[config.mk]
export PLATFORM = sky130hd
export DESIGN_NAME = mod_seq_gen
export DESIGN_NICKNAME = d
export VERILOG_FILES = /design/src/rtl/mod_seq_gen.sv
export SDC_FILE = /design/constraint.sdc
export NUM_CORES = 2
export LEC_CHECK = 0
export CORE_UTILIZATION = 29
export DETAILED_ROUTE_END_ITERATION = 12
export SETUP_SLACK_MARGIN = 0.02
export SYNTH_ARGS = -nofsm -noshare
export SYNTH_HDL_FRONTEND = slang
export SYNTH_SLANG_ARGS = --single-unit
[constraint.sdc]
create_clock -name aclk -period 17.1 [get_ports aclk]
set_input_delay 2.565 -clock aclk [delete_from_list [all_inputs] [get_ports aclk]]
set_output_delay 2.565 -clock aclk [all_outputs]
set_load 0.05 [all_outputs]
[src/rtl/mod_seq_gen.sv]
// mod_seq_gen: segment-table frequency/amplitude sequencer feeding a DDS; define MOD_SEQ_AMP_SAT_EN for saturating amplitude
module mod_seq_gen #(
   parameter int BFREQ = 32,
   parameter int BAMP = 16,
   parameter int BT = 16,
   parameter int NSEG_LOG2 = 4,
   parameter int BLOOP = 8
) (
   input  logic aclk,
   input  logic areset,
   input  logic trigger,
   output logic trigger_out,
   input  logic s_axis_tvalid,
   output logic s_axis_tready,
   input  logic [31:0] s_axis_tdata,
   input  logic s_axis_tlast,
   input  logic ARM_REG,
   input  logic [1:0] MODE_REG,
   input  logic [BLOOP-1:0] NLOOP_REG,
   input  logic STOP_REG,
   output logic m_axis_tvalid,
   output logic [BFREQ+BAMP-1:0] m_axis_tdata,
   output logic busy,
   output logic [NSEG_LOG2-1:0] seg_idx
);
   localparam int NSEG = 2 ** NSEG_LOG2;
   localparam int AMAX = 2 ** BAMP - 1;
   localparam logic [NSEG_LOG2:0] SEG_MAX = {1'b1, {NSEG_LOG2{1'b0}}};
   typedef enum logic [1:0] {IDLE, ARMED, RUN} state_t;
   state_t state, nstate;
   logic [BFREQ-1:0] t_f [NSEG];
   logic [BFREQ-1:0] t_fs [NSEG];
   logic [BAMP-1:0] t_a [NSEG];
   logic [15:0] t_as [NSEG];
   logic [BT-1:0] t_d [NSEG];
   logic [BFREQ-1:0] n_f, n_fs, f_acc, f_step;
   logic [BAMP-1:0] n_a, a_acc;
   logic [15:0] n_as, a_step;
   logic [BT-1:0] n_d, rem;
   logic [NSEG_LOG2+2:0] wptr, wp1;
   logic [NSEG_LOG2:0] seg_cnt;
   logic [NSEG_LOG2-1:0] nidx, succ, rd_idx;
   logic [1:0] mode_r;
   logic [BLOOP-1:0] nloop, lcnt;
   logic trig_s1, trig_s2, trig_s3, arm_d;
   logic wr_en, arm_rise, trig_rise, seg_end, tab_end, pass_done, load;

   function automatic logic [BAMP-1:0] amp_add(input logic [BAMP-1:0] a, input logic [15:0] s);
`ifdef MOD_SEQ_AMP_SAT_EN
      logic [17:0] sum;
      sum = 18'(a) + {{2{s[15]}}, s};
      return sum[17] ? '0 : (sum[16:0] > 17'(AMAX)) ? '1 : sum[BAMP-1:0];
`else
      return a + BAMP'(s);
`endif
   endfunction

   assign wr_en = s_axis_tvalid && s_axis_tready;
   assign wp1 = wptr + 1'b1;
   assign arm_rise = ARM_REG && !arm_d;
   assign trig_rise = trig_s2 && !trig_s3;
   assign seg_end = rem == '0;
   // nidx holds the segment waiting in the prefetch slot, so it wraps to 0 exactly when the current one is last
   assign succ = ({1'b0, nidx} + 1'b1 == seg_cnt) ? '0 : nidx + 1'b1;
   assign tab_end = seg_end && nidx == '0;
   assign pass_done = mode_r == 2'd1 ? 1'b0 : mode_r == 2'd2 ? ({1'b0, lcnt} + 1'b1 >= {1'b0, nloop}) : 1'b1;
   assign load = nstate == RUN && (state == ARMED || seg_end);
   assign rd_idx = load ? succ : nidx;

   // next state: stop wins, arming needs a loaded table, playback ends after the last pass
   always_comb
      nstate = STOP_REG ? IDLE :
               state == IDLE ? ((arm_rise && seg_cnt != '0) ? ARMED : IDLE) :
               state == ARMED ? (trig_rise ? RUN : ARMED) :
               (tab_end && pass_done) ? IDLE : RUN;

   // table RAM: word-wise writes from the config stream, registered read into the prefetch slot
   always_ff @(posedge aclk) begin
      if (wr_en && !wptr[NSEG_LOG2+2]) begin
         if (wptr[1:0] == 2'd0) t_f[wptr[NSEG_LOG2+1:2]] <= s_axis_tdata[BFREQ-1:0];
         if (wptr[1:0] == 2'd1) t_fs[wptr[NSEG_LOG2+1:2]] <= s_axis_tdata[BFREQ-1:0];
         if (wptr[1:0] == 2'd2) t_a[wptr[NSEG_LOG2+1:2]] <= s_axis_tdata[BAMP-1:0];
         if (wptr[1:0] == 2'd2) t_as[wptr[NSEG_LOG2+1:2]] <= s_axis_tdata[31:16];
         if (wptr[1:0] == 2'd3) t_d[wptr[NSEG_LOG2+1:2]] <= s_axis_tdata[BT-1:0];
      end
      n_f <= t_f[rd_idx];
      n_fs <= t_fs[rd_idx];
      n_a <= t_a[rd_idx];
      n_as <= t_as[rd_idx];
      n_d <= t_d[rd_idx];
   end

   // control: trigger sync, table pointer, loop accounting, gapless segment playback with registered outputs
   always_ff @(posedge aclk or posedge areset) begin
      if (areset) begin
         state <= IDLE;
         trig_s1 <= 1'b0;
         trig_s2 <= 1'b0;
         trig_s3 <= 1'b0;
         arm_d <= 1'b0;
         s_axis_tready <= 1'b0;
         busy <= 1'b0;
         wptr <= '0;
         seg_cnt <= '0;
         mode_r <= '0;
         nloop <= '0;
         lcnt <= '0;
         m_axis_tvalid <= 1'b0;
         m_axis_tdata <= '0;
         trigger_out <= 1'b0;
         seg_idx <= '0;
         nidx <= '0;
         f_acc <= '0;
         f_step <= '0;
         a_acc <= '0;
         a_step <= '0;
         rem <= '0;
      end else begin
         trig_s1 <= trigger;
         trig_s2 <= trig_s1;
         trig_s3 <= trig_s2;
         arm_d <= ARM_REG;
         state <= nstate;
         s_axis_tready <= nstate == IDLE;
         busy <= nstate != IDLE;
         if (wr_en && s_axis_tlast) begin
            seg_cnt <= wptr[NSEG_LOG2+2] ? SEG_MAX : wp1[NSEG_LOG2+2:2];
            wptr <= '0;
         end else if (wr_en && !wptr[NSEG_LOG2+2]) wptr <= wp1;
         if (state == ARMED) begin
            mode_r <= MODE_REG;
            nloop <= NLOOP_REG == '0 ? BLOOP'(1) : NLOOP_REG;
            lcnt <= '0;
         end else if (load && tab_end) lcnt <= lcnt + 1'b1;
         if (load) begin
            m_axis_tvalid <= 1'b1;
            m_axis_tdata <= {n_a, n_f};
            trigger_out <= nidx == '0;
            seg_idx <= nidx;
            nidx <= succ;
            f_acc <= n_f + n_fs;
            f_step <= n_fs;
            a_acc <= amp_add(n_a, n_as);
            a_step <= n_as;
            rem <= n_d == '0 ? '0 : n_d - 1'b1;
         end else if (nstate == RUN) begin
            m_axis_tdata <= {a_acc, f_acc};
            trigger_out <= 1'b0;
            f_acc <= f_acc + f_step;
            a_acc <= amp_add(a_acc, a_step);
            rem <= rem - 1'b1;
         end else begin
            m_axis_tvalid <= 1'b0;
            m_axis_tdata <= '0;
            trigger_out <= 1'b0;
            seg_idx <= '0;
            nidx <= '0;
         end
      end
   end
endmodule

---- Word-level counts from Yosys, hierarchy flattened ----
Memories as Yosys holds them, arrays and structs flattened. A register that Yosys moved wholly into a read port is not among the register bits.
Index checks and enable logic that the tools add are counted.
word-level totals
  output and inout port bits .............. 56
  bits in registers ....................... 208
  bits of input ports ..................... 49
  logic and storage cells ................. 117
  RAM bits ................................ 1792
  memories ................................ 5
cells by class
  reductions and logical operators ........ 26
  magnitude comparators ................... 1
  equality and inequality tests ........... 9
  muxes and demuxes ....................... 43
  add/sub/neg operators ................... 11
memory list
  memory  words  bits a word  read ports  clocked after Yosys merged registers in  wr ports  RTL line  source
  t_f     16     32           1           1                                        1         31        logic [BFREQ-1:0] t_f [NSEG];
  t_fs    16     32           1           1                                        1         32        logic [BFREQ-1:0] t_fs [NSEG];
  t_a     16     16           1           1                                        1         33        logic [BAMP-1:0] t_a [NSEG];
  t_as    16     16           1           1                                        1         34        logic [15:0] t_as [NSEG];
  t_d     16     16           1           1                                        1         35        logic [BT-1:0] t_d [NSEG];
operator list
  cell                   count
  $mux 48                2
  $mux 16                5
  $add 32x32->32         2
  $mux 32                2
  $add 16x16->16         2
  $logic_not 16->1       2
  $sub 16x1->16 const B  2
  $mux 8                 3
  $mux 4                 5
  $mux 1                 18
  $mux 7                 2
  $logic_and 1x1->1      10
  $mux 2                 5
  $add 8x1->9 const B    1
  $ge 9x8->1             1
  $add 8x1->8 const B    1
  $eq 2x2->1 const B     4
  $logic_not 8->1        1
  $reduce_bool 2->1      4
  $add 7x1->7 const B    1
  $eq 2x1->1 const B     3
  $logic_not 2->1        3
  $add 4x1->5 const B    1
  $eq 5x5->1             1
  7 further kinds        9

---- Longest topological paths before layout ----
  word-level depth ........................ 14
  mapped depth ............................ 19
  gate-level depth less buffers ........... 15

---- Worst setup path before layout ----
Ideal clock, no wire load.
  path type ............................... in2reg
  from .................................... in s_axis_tvalid
  to ...................................... mem t_f[11][0] (enable)
  path slack .............................. 12003 ps
  cell stages on the path ................. 5
  buffers on the path ..................... 1
  required time ........................... 16679 ps
  arrival time ............................ 4676 ps
  library setup time ...................... 421 ps
  cells stage by stage .................... nand2_1 > nor2_1 > nand2_1 > clkbuf_1 > nor2_1
between the ends
  longest elaborated chain between the ends .. 4
ends and longest elaborated chain
  element                       RTL line  source
  start: declaration            13        input logic s_axis_tvalid,
  $logic_and 1x1->1             58        assign wr_en = s_axis_tvalid && s_axis_tready;
  $logic_and 1x1->1             79        if (wr_en && !wptr[NSEG_LOG2+2]) begin
  $mux 1                        79
  $mux 1 (not written as such)  80        if (wptr[1:0] == 2'd0) t_f[wptr[NSEG_LOG2+1:2]] <= s_axis_tdata[BFREQ-1:0];
  end: declaration              31
Every way passes these cells.

---- Worst setup path in the final report ----
  from .................................... in STOP_REG
  to ...................................... reg n_fs[13] (read register of t_fs)
between the ends
  longest elaborated chain between the ends .. 4
ends and longest elaborated chain
  element             RTL line  source
  start: declaration  20        input logic STOP_REG,
  $mux 2              72        nstate = STOP_REG ? IDLE :
  $eq 2x2->1          67        assign load = nstate == RUN && (state == ARMED || seg_end);
  $logic_and 1x1->1   67
  $mux 4              68        assign rd_idx = load ? succ : nidx;
  end: declaration    36        logic [BFREQ-1:0] n_f, n_fs, f_acc, f_step;
Every way passes these cells.
A chain may end at the register's enable or synchronous reset.

==> metrics.txt <==
# TYPE chip_impl_metric gauge
chip_impl_info{name="reg2reg_from",value="lcnt[0]"} 1
chip_impl_info{name="hold_path.class",value="reg2reg"} 1
chip_impl_metric{name="ctsResizeCount",unit=""} 0
chip_impl_metric{name="ctsHtreeMaxLevel",unit=""} 4
chip_impl_metric{name="synth_sequential_area_ratio",unit="%"} 70.85
chip_impl_metric{name="drt_iter0_drc",unit=""} 6454
chip_impl_info{name="grt_setup_unrepaired",value="no"} 1
chip_impl_metric{name="starting_density_of_the_core",unit="%"} 29.13
chip_impl_metric{name="post-route-min-period",unit="ns"} 7.993
chip_impl_metric{name="clock_skew_after_layout",unit="ns"} 0.05590
chip_impl_metric{name="clk_transition_reported_paths",unit="ns"} 0.06
chip_impl_metric{name="largest_net_degree_at_the_start_of_global_routing",unit=""} 187
chip_impl_metric{name="max_cap_violation_count",unit=""} 0
chip_impl_metric{name="syn-mean-instance-area",unit="µm²"} 12.04
chip_impl_metric{name="critical_path_peak_fanout",unit=""} 186
chip_impl_metric{name="avgRoutedWirePerCell",unit="µm"} 21.77
chip_impl_metric{name="dr.pass1.iters",unit=""} 6
chip_impl_metric{name="areaGrowthSynthToFinish",unit="%"} 14.02
chip_impl_info{name="postSynth.topFlopCell",value="edfxtp_1"} 1
chip_impl_metric{name="mappedNetlistArea",unit="mm²"} 0.08646
chip_impl_metric{name="synth_edf_count",unit=""} 1792
chip_impl_metric{name="clock_sinks",unit=""} 2112
chip_impl_metric{name="worstPathArrival",unit="ns"} 8.78
chip_impl_metric{name="async_s_r_ff_share_synth",unit="%"} 9.848
chip_impl_metric{name="reg2reg_setup_slack",unit="ns"} 9.30
chip_impl_metric{name="placedInstanceArea",unit="mm²"} 0.09190
chip_impl_metric{name="portBuffers",unit=""} 104
chip_impl_metric{name="clockBufferDepth",unit=""} 4
chip_impl_metric{name="maxSlewHeadroom",unit="%"} 17.78
chip_impl_metric{name="fin_ws",unit="ns"} 9.107
chip_impl_metric{name="die_w",unit="µm"} 548.0
chip_impl_metric{name="power.density_cell_area",unit="mW/mm²"} 119.3
chip_impl_metric{name="finalCritPeriodShare",unit="%"} 46.74
chip_impl_metric{name="holdPathStages",unit=""} 0
chip_impl_metric{name="final_net_count",unit=""} 7365
chip_impl_metric{name="proportion_of_layout_cells_with_a_drive_suffix_above_1",unit="%"} 7.411
chip_impl_metric{name="routed-via-count",unit=""} 57026
chip_impl_metric{name="p_leak",unit="nW"} 34.39
chip_impl_info{name="tritoncts",value="done"} 1
chip_impl_metric{name="gp_congestion",unit=""} 0.8183
chip_impl_metric{name="first_pass_grt_wire_length",unit="mm"} 360.2
chip_impl_info{name="worstHoldEndpoint",value="trig_s2"} 1
chip_impl_info{name="worst_hold_startpoint",value="trig_s1"} 1
chip_impl_metric{name="hold_viol_final",unit=""} 0
chip_impl_metric{name="dieArea",unit="mm²"} 0.3003
chip_impl_info{name="setup.worst_path.class",value="in2reg"} 1
chip_impl_metric{name="grtUsageTotal",unit="%"} 15.91
chip_impl_metric{name="setup_tns",unit="ns"} 0
chip_impl_metric{name="ys.warnings.count",unit=""} 0
chip_impl_metric{name="grt_pass1_vias",unit=""} 54449
chip_impl_metric{name="postSynthCellCount",unit=""} 7182
chip_impl_metric{name="fp-row-count",unit=""} 200
chip_impl_metric{name="tritoncts.num_buffers",unit=""} 204
chip_impl_metric{name="pre_cts_ws",unit="ns"} 8.438
chip_impl_info{name="status",value="finished clean"} 1
chip_impl_metric{name="final_design_area_no_fill",unit="mm²"} 0.09857
chip_impl_metric{name="route.detailed.drc",unit=""} 0
chip_impl_metric{name="final_max_slew_viol_count",unit=""} 0
chip_impl_metric{name="finalSetupViolCount",unit=""} 0
chip_impl_metric{name="core_region_area",unit="mm²"} 0.2968
chip_impl_info{name="reg2reg_to",value="n_fs[13]"} 1
chip_impl_metric{name="hpwl",unit="mm"} 132.4
chip_impl_metric{name="cts_setup_buffers",unit=""} 0
chip_impl_metric{name="grt_overflow_total",unit=""} 0
chip_impl_metric{name="drt-total-wl",unit="mm"} 246.3
chip_impl_metric{name="fmaxAchievable",unit="MHz"} 125.1
chip_impl_metric{name="vias_per_cell",unit=""} 5.040
chip_impl_info{name="cts.root.buffer_cell",value="clkbuf_16"} 1
chip_impl_metric{name="cts-hold-fix-buffers",unit=""} 0
chip_impl_metric{name="tightestPinTransition",unit="ns"} 1.233
chip_impl_metric{name="antenna_viol_nets_final",unit=""} 0
chip_impl_metric{name="fillcell_total",unit=""} 29157
chip_impl_metric{name="top_level_ports",unit=""} 105
chip_impl_metric{name="hold-worst-slack",unit="ns"} 0.3585
chip_impl_metric{name="peakVddDrop",unit="µV"} 74.89
chip_impl_metric{name="synth_fp_nets",unit=""} 7345
chip_impl_metric{name="antenna_found_initial",unit=""} 25
chip_impl_metric{name="ff2ff_path_depth",unit=""} 20
chip_impl_info{name="crit_end_element",value="register"} 1
chip_impl_metric{name="synth_cell_types",unit=""} 78
chip_impl_metric{name="fin_total_pwr",unit="W"} 0.01176
chip_impl_metric{name="cp_data_required_time",unit="ns"} 17.89
chip_impl_metric{name="die-height",unit="µm"} 548.0
chip_impl_metric{name="clock_insertion_delay_at_the_later_pin_of_the_skew_report",unit="ns"} 0.88
chip_impl_metric{name="synth-seq-cells",unit=""} 2112
chip_impl_info{name="startpoint_type",value="input port"} 1
==> worst max-delay path by stage <==
stage	start	endpoint	slack [ns]	cells past startpoint
after floorplan	areset	a_acc[0]	8.85	1
after global placement	STOP_REG	n_fs[14]	8.53	13
after detailed placement	STOP_REG	n_fs[13]	8.44	13
after CTS	STOP_REG	n_fs[13]	9.36	13
after global routing	lcnt[0]	n_fs[14]	8.90	20
final	STOP_REG	n_fs[13]	9.11	13
==> power by group <==
part           internal, W  total, W  switching (W)  leakage (nW)
sequential         0.00582   0.00602       0.000199          19.8
combinational     0.000414   0.00121       0.000792          11.3
clock              0.00259   0.00454        0.00194          3.26
total              0.00883    0.0118        0.00294          34.4
==> cell usage in the layout (no fill, tap or decap), types with 54 or more instances in the layout <==
master,count
edfxtp_1,1792
ha_1,110
nand3_1,765
clkbuf_1,54
buf_4,124
dfrtp_1,208
clkbuf_16,206
clkdlybuf4s50_1,72
nand2_1,2195
o2111ai_1,97
xnor2_1,62
nor2_1,203
dfxtp_1,112
inv_1,58
o21ai_0,130
and3_1,122
a311o_1,112
a21oi_1,347
==> cell usage after synthesis (all sizes together) (7+ instances only) <==
cell type / number / area share, %
nor4: 14 / 0.10
nor2b: 19 / 0.14
o21ai: 131 / 0.76
a31oi: 26 / 0.19
dfrtp: 208 / 6.0
mux2i: 7 / 0.085
a22o: 15 / 0.15
nand4: 22 / 0.16
o22ai: 9 / 0.065
a21o: 35 / 0.30
nand2: 2196 / 9.5
dfxtp: 112 / 2.6
o21a: 12 / 0.10
nor3b: 8 / 0.069
nand3b: 7 / 0.061
and3: 122 / 0.88
nand2b: 11 / 0.080
xor2: 39 / 0.40
nor3: 30 / 0.18
o2111ai: 97 / 0.98
o21bai: 12 / 0.10
or3: 18 / 0.13
a311o: 113 / 1.3
a211oi: 17 / 0.15
or2: 7 / 0.054
buf: 252 / 1.5
nand3: 766 / 4.4
ha: 110 / 1.6
inv: 60 / 0.26
a21oi: 347 / 2.0
xnor2: 62 / 0.63
nor2: 254 / 1.1
o31ai: 10 / 0.087
edfxtp: 1792 / 62
clkbuf: 168 / 0.74
==> per-layer routing <==
layer	track usage (%)	wire length [µm]	vias up	share of wire, %
li1	-	-	25833	-
met1	21.70	104600	28561	42
met2	26.40	116600	2291	47
met3	2.272	19840	337	8.1
met4	4.302	5223	4	2.1
met5	0	23	-	0.0093
==> kinds of logic after synthesis <==
kind of cell	after synthesis	share of synthesized area (%)
and+or+nand+nor	3486	17.05
buffers and inverters	480	2.460
xor gates and xnor gates	101	1.023
DFF	2112	70.85
AOI/OAI and AO/OA	880	6.808
muxes	9	0.1158
adders and majority gates	114	1.685
==> area by class of cell <==
type	instances	area, µm²	area share [%]
diodes	8	20.02	0.02031
multi-input cells	4590	23550	23.89
repair buffers	234	1932	1.960
flip-flops and latches	2112	61260	62.14
clock buffers	282	5660	5.742
clock inverters	89	992.2	1.007
inverters	60	232.7	0.2361
well taps	3939	4928	5.000
==> per-stage QoR <==
step | cells | utilization [%]
after global routing | 11310 | 33.21
after global placement | 10935 | 30.97
after detailed placement | 10935 | 30.97
final | 11314 | 33.21
after floorplan | 7182 | -
after CTS | 11306 | 33.21
==> worst max-delay path, stage by stage <==
cell and delay, ns:
clkdlybuf4s50_1 0.46, o21bai_1 0.26, a311oi_4 0.23, buf_4 0.72, mux2i_4 0.33, buf_4 0.74, buf_12 0.56, buf_4 0.86
buf_4 0.75, nand2_1 0.13, and3_1 0.20, a311o_1 0.33, o2111ai_1 0.11
==> registers in the layout (all words and copies together), names as in the netlist, 7 cells and up <==
signal and cells:
t_f 512, t_fs 512, t_a 256, t_as 256, t_d 256, m_axis_tdata 48
f_acc 32, f_step 32, n_f 32, n_fs 32, a_acc 16, a_step 16
n_a 16, n_as 16, n_d 16, rem 16, lcnt 8, nloop 8
wptr 7
(Power assumes the default switching activity.)
